[src/rtl/jtag_ir_param.sv]
// Parametrised JTAG instruction register: status capture, LSB-first shift,
// TLR/reset to IDCODE and a registered one-hot decode that falls back to BYPASS.
module jtag_ir_param #(
    parameter int unsigned         IR_WIDTH  = 5,
    parameter logic [IR_WIDTH-1:0] OP_EXTEST = {IR_WIDTH{1'b0}},
    parameter logic [IR_WIDTH-1:0] OP_SAMPLE = {{(IR_WIDTH-2){1'b0}}, 2'b10},
    parameter logic [IR_WIDTH-1:0] OP_IDCODE = {{(IR_WIDTH-1){1'b0}}, 1'b1},
    parameter logic [IR_WIDTH-1:0] OP_BYPASS = {IR_WIDTH{1'b1}}
) (
    input  logic                TCK,
    input  logic                TRST,
    input  logic                TDI,
    input  logic                Capture_IR,
    input  logic                Shift_IR,
    input  logic                Update_IR,
    input  logic                Test_Logic_Reset,
    input  logic [IR_WIDTH-3:0] Status_in,
    output logic                TDO,
    output logic                TDO_en,
    output logic [IR_WIDTH-1:0] IR_out,
    output logic                Sel_extest,
    output logic                Sel_sample,
    output logic                Sel_idcode,
    output logic                Sel_bypass,
    output logic                Invalid_op
);

    // Decode word layout: {extest, sample, idcode, bypass, invalid}
    localparam logic [4:0] DEC_IDCODE = 5'b00100;
    localparam logic [IR_WIDTH-1:0] SHIFT_RESET = {{(IR_WIDTH-2){1'b0}}, 2'b01};

    // Elaboration-time legality checks
    if (IR_WIDTH < 3) begin : g_bad_width
        $error("jtag_ir_param: IR_WIDTH must be at least 3");
    end
    if (OP_EXTEST == OP_SAMPLE || OP_EXTEST == OP_IDCODE || OP_EXTEST == OP_BYPASS ||
        OP_SAMPLE == OP_IDCODE || OP_SAMPLE == OP_BYPASS || OP_IDCODE == OP_BYPASS)
    begin : g_dup_op
        $error("jtag_ir_param: opcode parameters must be distinct");
    end

    function automatic logic [4:0] decode(input logic [IR_WIDTH-1:0] op);
        logic [4:0] d;
        if (op == OP_EXTEST)      d = 5'b10000;
        else if (op == OP_SAMPLE) d = 5'b01000;
        else if (op == OP_IDCODE) d = 5'b00100;
        else if (op == OP_BYPASS) d = 5'b00010;
        else                      d = 5'b00011; // unknown opcode behaves as BYPASS
        return d;
    endfunction

    logic [IR_WIDTH-1:0] shift_q, shift_d;
    logic [IR_WIDTH-1:0] ir_q, ir_d;
    logic [4:0]          dec_q, dec_d;

    // Next state: only the highest-priority strobe acts
    always_comb begin
        shift_d = shift_q;
        ir_d    = ir_q;
        dec_d   = dec_q;
        if (Test_Logic_Reset) begin
            ir_d  = OP_IDCODE;
            dec_d = DEC_IDCODE;
        end else if (Capture_IR) begin
            shift_d = {Status_in, 2'b01};
        end else if (Shift_IR) begin
            shift_d = {TDI, shift_q[IR_WIDTH-1:1]};
        end else if (Update_IR) begin
            // decode taken from shift_q so selects move on the same edge as IR_out
            ir_d  = shift_q;
            dec_d = decode(shift_q);
        end
    end

    // State registers with asynchronous TRST
    always_ff @(posedge TCK or negedge TRST) begin
        if (!TRST) begin
            shift_q <= SHIFT_RESET;
            ir_q    <= OP_IDCODE;
            dec_q   <= DEC_IDCODE;
        end else begin
            shift_q <= shift_d;
            ir_q    <= ir_d;
            dec_q   <= dec_d;
        end
    end

    // Output mapping
    always_comb begin
        TDO        = shift_q[0];
        TDO_en     = Shift_IR;
        IR_out     = ir_q;
        Sel_extest = dec_q[4];
        Sel_sample = dec_q[3];
        Sel_idcode = dec_q[2];
        Sel_bypass = dec_q[1];
        Invalid_op = dec_q[0];
    end

endmodule
[config.mk]
export PLATFORM = sky130hd
export DESIGN_NAME = jtag_ir_param
export DESIGN_NICKNAME = d
export VERILOG_FILES = /design/src/rtl/jtag_ir_param.sv
export SDC_FILE = /design/constraint.sdc
export NUM_CORES = 1
export LEC_CHECK = 0
export CAP_MARGIN = 20
export CELL_PAD_IN_SITES_DETAIL_PLACEMENT = 1
export CELL_PAD_IN_SITES_GLOBAL_PLACEMENT = 2
export CORE_ASPECT_RATIO = 0.75
export CORE_UTILIZATION = 30
export CTS_CLUSTER_SIZE = 40
export DETAILED_ROUTE_END_ITERATION = 12
export PLACE_DENSITY_LB_ADDON = 0.1
export SKIP_LAST_GASP = 1
export SYNTH_ARGS = -nofsm -noshare
export SYNTH_HDL_FRONTEND = slang
export SYNTH_SLANG_ARGS = --single-unit
[constraint.sdc]
create_clock -name TCK -period 2.5 [get_ports TCK]
set_clock_uncertainty 0.15 [all_clocks]
set_input_delay 0.625 -clock TCK [delete_from_list [all_inputs] [get_ports TCK]]
set_output_delay 0.625 -clock TCK [all_outputs]
set_load 0.005 [all_outputs]
==> impl_results.md <==
* Status: completed
* Post-synth EDFFs at 0
* H-tree depth at 1
* Synth Flop Type: dfrtp_1
* Initial antenna violation count at 0
* Sw Ratio at about a quarter
* Synth Area in Adders at 0%
* DRC Markers at 0
* Crit path depth at 2
* Fin. max-slew vios at 0
* Clock power frac at 26.8%
* RSZ-0062 raised after global routing: no
* Resized Gates After CTS at 0
* Crit Path Class: input pin to output port
* Mean number of vias per cell at between 4 and 5
* Distinct cell type count of the synthesized netlist at 29
* CP delay by family, top: buffers and inverters
* Critical path's largest stage delay at roughly 500 ps
* P_int at 0.000372 W
* Setup ws final at around 120 ps
* Clk_lat worst skew at ~280 ps
* Cell Area, Synth at 709 um^2
* Critical Path RT at approximately 1700 ps
* XOR/XNOR Fraction of Synth Area at 0%
* Clock sinks at 15
* Initial DRC Count at 12
* Hold Buf Count CTS at 0
* Placer Congestion at slightly below 0.7
* Inst Count DP at around 110
* Fmax at 420 MHz
* Layout area overhead at 38.4%
* GRT Overall Usage at between 10% and 20%
* Compound-Gate Fraction of Synth Area at between 20% and 30%
* Max_slew headroom at 53.2%
* ANT nets after route at 0
* Final WL at 1670 um
* Clock Path Buffers at 2
* IO buf count at 21
* Sw power at ~0.00013 W
* Share of layout cells above drive strength 1 at roughly 26%
* First-pass GRT wire length at approximately 2900 um
* Congestion Overflow GR at 0
* Count leader, synth: dfrtp_1
* Cells taking the most area after synthesis: dfrtp_1 (42%), dfstp_2 (11%), a22o_2 (5.6%)
* # rows at 14
* Areal power density over the cells at roughly 510 mW/mm^2
* Worst Path Buf+Inv at 2
* Post-CTS Setup Repair Bufs at 0
* FF-to-FF path depth at 3
* Crit start category: input pin
* Initial Util at 33.5%
* I/O pin count at 22
* Synth cell count leaders: dfrtp_1 (12), nand2_1 (6), a22o_2 (4), a22oi_1 (4), o21ai_0 (4)
* Worst VDD drop at about 0.25 mV
* #FFs+latches synth at 15
* CP max FO at 2
* Mapped Cells at 60
* Ys Warns at 0
* Post-synthesis sequential area ratio at between 50% and 60%
* DPL Wire Length at 1240 um
* Share of the synthesized area in the top cell type at 42.3%
* Final period util at between 90 and 100%
* Slowest stage cell on the critical path: clkdlybuf4s50_1
* Simple-gate share of the synthesized area at ~16%
* Sequential Power Share at 55.6%
* Final Critical Period at between 2000 and 2500 ps
* Synth Area per Inst at 11.8 um^2
* Final nets at 97
* Path category of the worst min-delay check: flop to flop
* Main combinational cell family by area after synthesis: compound AO/OA/AOI/OAI gates
* WP data arrival at around 1600 ps
* Synth area leader: dfrtp_1
* DR pass1 iterations at 2
* Hold path cells at 2
* Dpl ws at 115 ps
* Chip width at just under 60 um
* Final cell count without fillers at 118
* Setup TNS at 0 ps
* Total die area at between 0.002 and 0.003 mm^2
* Fin. Hold Viols at 0
* Post-DR wirelength/cell at about 14 um
* Diodes inserted at 0
* Vias in the first global route at between 600 and 700
* Mux cell area share after synthesis at around 1.4%
* Total CTS buffers at 3
* Setup violations, final at 0
* Leakage at between 0.4 and 0.5 nW
* Crit-path most repeated cell: clkdlybuf4s50_1
* Chip height at between 40 and 50 um
* Largest net degree at the start of global routing at 16
* Syn Nets at 70
* Core box area at around 0.0021 mm^2
* TritonCTS clock tree: done
* Worst Max-Slew Pin Slew at 699 ps
* Max-Cap Viols at 0
* Async S/R FF share, synth at 100%
* Total number of vias at about 570
* Root buf cell: clkbuf_4
* Crit-path cells: clkdlybuf4s50_1 -> clkdlybuf4s50_1
* CP endpoint kind: output port
* Clock-pin transition on the worst setup and hold timing paths at around 90 ps
* Combinational power share at approximately 18%
## through the flow
stage	power (W)	cell area, um^2	hold slack, ps	utilization [%]
6_report	0.000506	982	315	46.3
5_1_grt	0.000541	982	337	46.3
4_1_cts	0.000516	982	318	46.3
3_5_place_dp	0.000376	956	303	45.1
3_3_place_gp	0.000374	956	298	45.1
2_1_floorplan	0.000324	709	179	-
## metal layers
metal  track usage [%]  part of all wire (%)  vias to the layer above
met2              21.6                    43                       12
met1              22.1                    53                      285
met4              5.71                  0.60                        0
met3              5.56                   3.5                        2
met5                 0                     0                        -
li1                  -                     -                      268
## worst paths after layout
path / slack [ps] / start / endpoint
min in group asynchronous: 610 / TRST / shift_q[1]
worst min register to register: 310 / IR_out[0] / IR_out[0]
worst min-delay path: 310 / IR_out[0] / IR_out[0]
max in group asynchronous: 1140 / TRST / dec_q[1]
worst max-delay path: 120 / Shift_IR / TDO_en
worst max register to register: 1110 / shift_q[0] / dec_q[0]
## cells by family after synthesis
| family | count (synthesis) |
|---|---|
| AOI/OAI and AO/OA | 21 |
| and+or+nand+nor | 17 |
| DFF | 15 |
| buffers and inverters | 6 |
| muxes | 1 |
## registers in the layout (all words and copies together) (netlist names)
name and flops:
dec_q 5, IR_out 5, shift_q 5
## final cells by class
cell class                 count  area, um^2
fill                         246        1140
sequential                    15         379
multi-input combinational     39         285
timing repair buffer          25         240
tap                           32        40.0
clock buffer                   4        26.3
inverter                       3        11.3
## power by group through the flow
stage	Clock [W]	Sequential [W]	Combinational [W]
4_1_cts	0.000143	0.000282	0.0000908
5_1_grt	0.000158	0.000284	0.0000994
3_5_place_dp	0	0.000286	0.0000899
2_1_floorplan	0	0.000280	0.0000436
3_3_place_gp	0	0.000285	0.0000890
6_report	0.000136	0.000281	0.0000890
## placed cells by master, fill, tap and decap left out, types with 3 or more instances in the layout
master           Yosys  layout
a22oi_1              4       4
buf_4                1       4
o21ai_0              4       4
a22o_2               4       4
inv_1                3       3
dfstp_2              3       3
clkdlybuf4s50_1      0      21
nand2_1              6       6
dfrtp_1             12      12
clkbuf_4             0       3
No activity file was read; power rests on OpenSTA's default activity.
